--- config.mk ---
export PLATFORM = sky130hd
export DESIGN_NAME = instr_fetch
export DESIGN_NICKNAME = d
export VERILOG_FILES = /design/src/rtl/ifetch_pkg.sv /design/src/rtl/ifetch_fifo.sv /design/src/rtl/instr_fetch.sv
export SDC_FILE = /design/constraint.sdc
export NUM_CORES = 1
export LEC_CHECK = 0
export CORE_MARGIN = 5
export CORE_UTILIZATION = 51
export DETAILED_ROUTE_END_ITERATION = 16
export GPL_ROUTABILITY_DRIVEN = 0
export HOLD_SLACK_MARGIN = 0.08
export PLACE_DENSITY = 0.9
export SYNTH_ARGS = -nofsm -noshare
export SYNTH_HDL_FRONTEND = slang
export SYNTH_SLANG_ARGS = --single-unit
--- constraint.sdc ---
create_clock -name clk -period 2.36 [get_ports clk]
set_input_delay 0.472 -clock clk [delete_from_list [all_inputs] [get_ports clk]]
set_output_delay 0.472 -clock clk [all_outputs]
set_load 0.03 [all_outputs]
--- src/rtl/ifetch_pkg.sv ---
// Shared types and defaults for the KGP-RISC instruction fetch stage.
// Latency: n/a (types and constants only).
// Backpressure: n/a.
package ifetch_pkg;

  localparam int ADDR_W_DEF = 10;
  localparam int DATA_W_DEF = 32;
  localparam int DEPTH_DEF  = 2;

  // Starved-decoder counter width and its saturation value
  localparam int                  STALL_W   = 16;
  localparam logic [STALL_W-1:0]  STALL_MAX = '1;

  typedef enum logic [1:0] {
    S_IDLE = 2'd0,
    S_WAIT = 2'd1,
    S_DROP = 2'd2
  } ifetch_state_e;

endpackage

--- src/rtl/ifetch_fifo.sv ---
// Generic DEPTH x W register FIFO with synchronous clear and an occupancy count.
// Latency: pushed word is visible at the head the cycle after the push edge.
// Backpressure: caller must not push when full; pop while empty is ignored.
module ifetch_fifo #(
  parameter int W     = 42,
  parameter int DEPTH = 2
) (
  input  logic                     clk,
  input  logic                     rst_n,
  input  logic                     push,
  input  logic [W-1:0]             push_dat,
  input  logic                     pop,
  input  logic                     clear,
  output logic [W-1:0]             head_dat,
  output logic                     head_vld,
  output logic [$clog2(DEPTH):0]   count
);

  localparam int PW = $clog2(DEPTH);

  logic [W-1:0]  mem_q [DEPTH];
  logic [PW-1:0] wr_ptr_q;
  logic [PW-1:0] rd_ptr_q;
  logic [PW:0]   count_q;
  logic          do_pop;

  assign do_pop   = pop && (count_q != '0);
  assign head_vld = (count_q != '0);
  assign head_dat = mem_q[rd_ptr_q];
  assign count    = count_q;

  // Storage, pointers and count; clear wins over any same-cycle pop or push
  always_ff @(posedge clk or negedge rst_n) begin
    if (!rst_n) begin
      for (int i = 0; i < DEPTH; i++) mem_q[i] <= '0;
      wr_ptr_q <= '0;
      rd_ptr_q <= '0;
      count_q  <= '0;
    end else if (clear) begin
      wr_ptr_q <= '0;
      rd_ptr_q <= '0;
      count_q  <= '0;
    end else begin
      if (push) begin
        mem_q[wr_ptr_q] <= push_dat;
        wr_ptr_q        <= wr_ptr_q + 1'b1;
      end
      if (do_pop) rd_ptr_q <= rd_ptr_q + 1'b1;
      case ({push, do_pop})
        2'b10:   count_q <= count_q + 1'b1;
        2'b01:   count_q <= count_q - 1'b1;
        default: count_q <= count_q;
      endcase
    end
  end

endmodule

--- src/rtl/instr_fetch.sv ---
// Fetch stage: issues one imem request at a time from the current PC, buffers words for decode.
// Latency: request one edge after room is seen; word at FIFO head the cycle after imem_ack.
// Backpressure: instr_ready stalls the FIFO; no request issues while it is full. Optional IFETCH_STALL_CNT_EN adds fetch_stall_cnt.
module instr_fetch
  import ifetch_pkg::*;
#(
  parameter int ADDR_W = ADDR_W_DEF,
  parameter int DATA_W = DATA_W_DEF,
  parameter int DEPTH  = DEPTH_DEF
) (
  input  logic              clk,
  input  logic              rst_n,
  input  logic [ADDR_W-1:0] pc,
  output logic              pc_advance,
  output logic              imem_req,
  output logic [ADDR_W-1:0] imem_addr,
  input  logic              imem_ack,
  input  logic [DATA_W-1:0] imem_rdata,
  output logic              instr_valid,
  output logic [DATA_W-1:0] instr,
  output logic [ADDR_W-1:0] instr_pc,
  input  logic              instr_ready,
  input  logic              flush
`ifdef IFETCH_STALL_CNT_EN
  ,
  output logic [STALL_W-1:0] fetch_stall_cnt
`endif
);

  localparam int               CNT_W     = $clog2(DEPTH) + 1;
  localparam logic [CNT_W-1:0] DEPTH_CNT = CNT_W'(DEPTH);

  typedef struct packed {
    logic [DATA_W-1:0] instr;
    logic [ADDR_W-1:0] pc;
  } fetch_ent_t;

  ifetch_state_e     state_q, state_d;
  logic              req_q, req_d;
  logic [ADDR_W-1:0] addr_q, addr_d;
  logic              push;
  logic              pop;
  logic [CNT_W-1:0]  fifo_cnt;
  fetch_ent_t        push_ent, head_ent;

  assign imem_req  = req_q;
  assign imem_addr = addr_q;
  assign pop       = instr_valid && instr_ready;
  assign push_ent  = '{instr: imem_rdata, pc: addr_q};
  assign instr     = head_ent.instr;
  assign instr_pc  = head_ent.pc;

  // Request/state registers; reset abandons any outstanding transaction
  always_ff @(posedge clk or negedge rst_n) begin
    if (!rst_n) begin
      state_q <= S_IDLE;
      req_q   <= 1'b0;
      addr_q  <= '0;
    end else begin
      state_q <= state_d;
      req_q   <= req_d;
      addr_q  <= addr_d;
    end
  end

  // Next-state: issue on room, accept or discard the ack, hold request through a dropped response
  always_comb begin
    state_d    = state_q;
    req_d      = req_q;
    addr_d     = addr_q;
    push       = 1'b0;
    pc_advance = 1'b0;
    case (state_q)
      S_IDLE: begin
        if (!flush && (fifo_cnt < DEPTH_CNT)) begin
          addr_d  = pc;
          req_d   = 1'b1;
          state_d = S_WAIT;
        end
      end
      S_WAIT: begin
        if (imem_ack) begin
          req_d   = 1'b0;
          state_d = S_IDLE;
          if (!flush) begin
            push       = 1'b1;
            pc_advance = 1'b1;
          end
        end else if (flush) begin
          state_d = S_DROP;
        end
      end
      S_DROP: begin
        if (imem_ack) begin
          req_d   = 1'b0;
          state_d = S_IDLE;
        end
      end
      default: begin
        req_d   = 1'b0;
        state_d = S_IDLE;
      end
    endcase
  end

  ifetch_fifo #(
    .W     ($bits(fetch_ent_t)),
    .DEPTH (DEPTH)
  ) u_fifo (
    .clk      (clk),
    .rst_n    (rst_n),
    .push     (push),
    .push_dat (push_ent),
    .pop      (pop),
    .clear    (flush),
    .head_dat (head_ent),
    .head_vld (instr_valid),
    .count    (fifo_cnt)
  );

`ifdef IFETCH_STALL_CNT_EN
  logic [STALL_W-1:0] stall_cnt_q;
  assign fetch_stall_cnt = stall_cnt_q;

  // Count cycles the decoder wanted an instruction but none was buffered; saturates, flush-immune
  always_ff @(posedge clk or negedge rst_n) begin
    if (!rst_n) begin
      stall_cnt_q <= '0;
    end else if (instr_ready && !instr_valid && (stall_cnt_q != STALL_MAX)) begin
      stall_cnt_q <= stall_cnt_q + 1'b1;
    end
  end
`endif

endmodule

### Word-level counts from Yosys, hierarchy flattened

Index checks and enable logic that the tools add are counted.

* register bits: 101
* bits in latches: 0
* bits in writable memories: 0
* memory bits (read-only): 0
* input port bits: 47
* output and inout bits: 55
* memories: 0

* add/sub/neg operators: 4
* multipliers: 0
* divide/modulo/power cells: 0
* $lt $le $gt $ge: 4
* eq/ne operators: 8
* shift-type cells: 0
* multiplexer cells: 23
* bitwise gates (word level): 3
* reductions and logical operators: 15

Operators with widths (number)
* $mux W42: 4
* $bwmux W84: 1
* $demux W42 S1: 1
* $mux W2: 5
* $mux W1: 9
* $pmux W2 S3: 1
* $reduce_and A2 Y1: 3
* $reduce_bool A2 Y1: 3
* $eq A2 B1 Y1 const B: 2
* $eq A2 B2 Y1 const B: 2
* $ge A2 B2 Y1 const B: 2
* $logic_and A1 B1 Y1: 4
* $ne A2 B2 Y1 const B: 2
* $not A1 Y2: 2
* $pmux W2 S2: 1
* $ne A3 B3 Y1 const B: 1
* $reduce_and A3 Y1: 1
* $reduce_bool A3 Y1: 1
* $add A1 B1 Y1 const B: 2
* $add A2 B1 Y2 const B: 1
* $logic_not A2 Y1: 1
* $lt A2 B1 Y1 const B: 1
* $lt A2 B2 Y1 const B: 1
* $ne A2 B1 Y1 const B: 1
* other kinds (5): 5

### Longest topological paths before layout

* word-level depth: 6
* depth in mapped cells: 7
* depth with buffers taken out: 5

### By module

A second synthesis with hierarchy kept.

* cells, all modules: 290
* area, all modules: 4505.6 sq um

By module, submodules not included
* ifetch_fifo: instances 1, cells an instance 245, area each 3912.5 sq um, seq. area each 2202.1 sq um
* instr_fetch: instances 1, cells an instance 45, area each 593.1 sq um, seq. area each 325.3 sq um

### Least setup slack after synthesis

No wires, ideal clock.

* path type: register to register
* from: register state_q[1]
* to: register u_fifo.mem_q[59] (netlist bit)
* library setup time: 0.125 ns
* arrival time: 1.566 ns
* required time: 2.235 ns
* setup slack: 0.669 ns
* stages on the path, launching flop included: 7
* buffers on the path: 1
* period minus slack after synthesis: 1.691 ns
* cells stage by stage: dfrtp_1 > inv_1 > ha_1 > nand2_1 > nor3_2 > buf_4 > mux2_2

* longest elaborated chain between the ends: 3

Ends and longest elaborated chain
* start, declared: line instr_fetch.sv:38 `ifetch_state_e state_q, state_d;`
* start signal, assigned: line instr_fetch.sv:60 `state_q <= state_d;`
* $eq A2 B1 Y1: line instr_fetch.sv:73 `case (state_q)`
* $mux W1: line instr_fetch.sv:73
* $reduce_and A2 Y1 (no source line)
* end signal, assigned by index: line ifetch_fifo.sv:45 `mem_q[wr_ptr_q] <= push_dat;`
* end, declared: line ifetch_fifo.sv:21 `logic [W-1:0] mem_q [DEPTH];`

Every way passes these cells.
A chain may end at the register's enable or synchronous reset.

### Final worst setup path

* from: register u_fifo.count_q[1], in the netlist u_fifo.count[1]
* to: output port instr_valid

* longest elaborated chain between the ends: 1

Ends and longest elaborated chain
* start, declared: line ifetch_fifo.sv:24 `logic [PW:0] count_q;`
* start signal, assigned: line ifetch_fifo.sv:50 `2'b10: count_q <= count_q + 1'b1;`
* start signal, assigned: line ifetch_fifo.sv:51 `2'b01: count_q <= count_q - 1'b1;`
* start signal, assigned: line ifetch_fifo.sv:52 `default: count_q <= count_q;`
* $reduce_bool A2 Y1: line ifetch_fifo.sv:28 `assign head_vld = (count_q != '0);`
* end, declared: line instr_fetch.sv:19 `output logic instr_valid,`

Every way passes these cells.

==> out/results.txt <==
status -> finished, final reports clean
Buffers on Ports -> 101
max layer used -> met4
Rows -> 34
layout cells sized above 1 -> 0.403
initial DRC count -> 46
Max Clk Rate -> 450 MHz
Synthesized Nets -> 345
unrepaired setup endpoints after global routing -> no
Yosys top cell area share -> 0.548
Pre-Repair DR Iteration Count -> 4
Root Buffer -> clkbuf_8
Storage cell area -> 2530 um^2
Internal -> 4.97 mW
# DRC -> 0
multi-input logic area -> 1950 um^2
Clk pwr share -> 0.154
CP arrival -> 1750 ps
CP endpoint kind -> output pin
die width -> 105 um
reg2reg setup slack -> 480 ps
antenna violations before repair -> 0
top cells by area, synth -> dfrtp_1 55%, mux2_2 22%, mux2_4 13%, buf_6 1.2%, mux2_1 1.2%
WL final -> 9420 um
maximum VDD drop -> 0.859 mV
DP Worst Slack -> 189 ps
I/O pins -> 102
sequential power share -> 0.384
setup ws final -> 136 ps
Yosys cell types -> 29
mux share of post-synthesis cell area -> 0.365
leakage power -> 2.81 nW
Hold Path Class -> flop to flop
vias per inst -> 5.36
CTS Sinks -> 101
largest family of logic cells by synthesized area -> multiplexers
PwrDens -> 1310 nW/um^2
Starting Density -> 0.526
FF+latch count, synth -> 101
met2 WL -> 4780 um
register area share after synthesis -> 0.548
first-pass GRT wire length -> 15600 um
Remaining Overflow, GRT -> 0
Post-Syn Area -> 4610 um^2
TritonCTS clock tree -> yes
largest net degree at the start of global routing -> 54
worst setup path end -> instr_valid
DPL Wire Length -> 6600 um
gr usage total -> 0.173
vias in the first global route -> 3114
Crit Path Max Fanout -> 9
post-layout min period -> 2220 ps
die height -> 105 um
fin crit share -> 0.942
number of hold violations in the final report -> 0
Combinational Power Share -> 0.462
final setup fails -> 0
hold wc startpoint -> u_fifo.mem_q[78]$_DFFE_PN0P_
Synth Area in Adders -> 0.00815
max-cap violations -> 0
Worst setup SP type -> flop
Worst-Skew Late Latency -> 350 ps
reg2reg start -> state_q[1]$_DFFE_PN0P_
met3 WL -> 482 um
Die ar. -> 11000 um^2
Worst-path clk slew -> 90 ps
Final Power -> 7.84 mW
Compound-Gate Fraction of Synth Area -> 0.0157
Fill cells -> 641
Final ANT Viol Nets -> 0
DR vias -> 2759
worst r2r dst -> u_fifo.mem_q[67]$_DFFE_PN0P_
Synth-to-Final Area Change -> 29.5%
diode count -> 0
cells on worst reg2reg path -> 6
Max Buffers Root-to-Sink -> 2
CORE AREA -> 8760 um^2
xor/xnor share of the synthesized area -> 0.00380
setup tns final -> 0 ps
WL met1 -> 4070 um
Worst Path Required -> 1890 ps
cts bufs inserted -> 9
Avg WL per Cell -> 18.3 um
Final #Nets -> 452
Rel. slew slack -> 0.672
simple-gate share of the synthesized area -> 0.0293
syn avg cell area -> 15.6 um^2
H-tree levels -> 3
crit path from -> u_fifo.count[1]$_DFFE_PN0P_
clk_skew -> 8.07 ps
Net Sw Power -> 2.86 mW
Syn Inst Count -> 295
cell taking the most area after synthesis -> dfrtp_1
Worst Max-Slew Pin Slew -> 491 ps
number of synthesis warnings -> 0
Net Sw Frac -> 0.366
Crit Path Category -> flop to output pin
final slew viol count -> 0
## what timing repair did
action	4_1_cts	5_1_grt
endpoints found under the setup margin	42	0
hold endpoints to repair	22	0
setup buffers	0	0
hold buffers	1	0
resized for setup	42	0
## registers in the layout, summed over array words and instances (netlist names)
| register | count |
|---|---|
| u_fifo.rd_ptr_q | 1 |
| u_fifo.wr_ptr_q | 1 |
| u_fifo.count | 2 |
| imem_addr | 10 |
| state_q | 2 |
| u_fifo.mem_q | 84 |
| imem_req | 1 |
## layer usage
metal / vias up / global-route usage
met5: - / 0
met4: 0 / 0.0438
met3: 11 / 0.0549
met2: 68 / 0.287
met1: 1418 / 0.219
li1: 1262 / -
## power groups by stage
stage / Clock, mW / Sequential (mW) / Combinational, mW
after floorplan: 0 / 3.07 / 2.44
after global placement: 0 / 2.97 / 3.84
after detailed placement: 0 / 3.04 / 3.93
after CTS: 1.24 / 3.01 / 3.67
after global routing: 1.32 / 3.11 / 3.84
final: 1.20 / 3.01 / 3.62
## area by class of cell
class | count | share of cell area
clock buffer | 10 | 0.0231
clock inverter | 6 | 0.0145
inverter | 4 | 0.00252
multi-input combinational | 174 | 0.327
sequential | 101 | 0.424
tap | 108 | 0.0226
timing repair buffer | 112 | 0.187
## placed cells by master, fill, tap and decap left out, types with 3 or more instances in the layout
| cell type | Yosys | layout |
|---|---|---|
| dlygate4sd2_1 | 0 | 42 |
| inv_1 | 4 | 4 |
| ha_1 | 3 | 3 |
| dfrtp_1 | 101 | 100 |
| clkdlybuf4s50_1 | 0 | 57 |
| buf_12 | 0 | 6 |
| mux2_4 | 40 | 40 |
| clkbuf_8 | 0 | 10 |
| mux2_1 | 5 | 5 |
| nor2_1 | 5 | 5 |
| buf_4 | 5 | 6 |
| mux2_2 | 91 | 91 |
| a21oi_1 | 6 | 6 |
## cell usage after synthesis, drive strengths merged
master	n
a21o	1
a21oi	6
a32o	1
and3	1
and3b	2
buf	14
clkbuf	2
dfrtp	101
ha	3
inv	4
mux2	136
nand2	3
nand2b	2
nor2	5
nor2b	2
nor3	4
nor4	1
o21a	1
o21ai	2
o21bai	1
or2	1
xor2	2
## worst min path at each step
| stage | to | slack (ps) | depth (start not counted) |
|---|---|---|---|
| 2_1_floorplan | imem_addr[0]$_DFFE_PN0P_ | 180 | 0 |
| 3_3_place_gp | u_fifo.mem_q[17]$_DFFE_PN0P_ | 460 | 1 |
| 3_5_place_dp | u_fifo.mem_q[59]$_DFFE_PN0P_ | 470 | 1 |
| 4_1_cts | u_fifo.mem_q[71]$_DFFE_PN0P_ | 500 | 1 |
| 5_1_grt | u_fifo.mem_q[71]$_DFFE_PN0P_ | 510 | 1 |
| 6_report | u_fifo.mem_q[78]$_DFFE_PN0P_ | 500 | 1 |
## logic make-up after synthesis
logic type,after synthesis
xor+xnor,2
fa+ha+maj,3
flops,101
buf+inv,20
simple gates,21
mux,136
compound gates,12
## critical path, stage by stage, from the launching register on
cell             delay, ps
dfrtp_1                500
or2_2                  310
clkdlybuf4s50_1        590
## per-stage QoR
| step | hold WS, ps | area (um^2) | util | instances |
|---|---|---|---|---|
| after floorplan | 176 | 4610 | - | 295 |
| after global placement | 462 | 5790 | 0.660 | 498 |
| after detailed placement | 468 | 5790 | 0.660 | 498 |
| after CTS | 500 | 5970 | 0.681 | 515 |
| after global routing | 513 | 5970 | 0.681 | 515 |
| final | 498 | 5970 | 0.681 | 515 |
(Power assumes the default switching activity.)
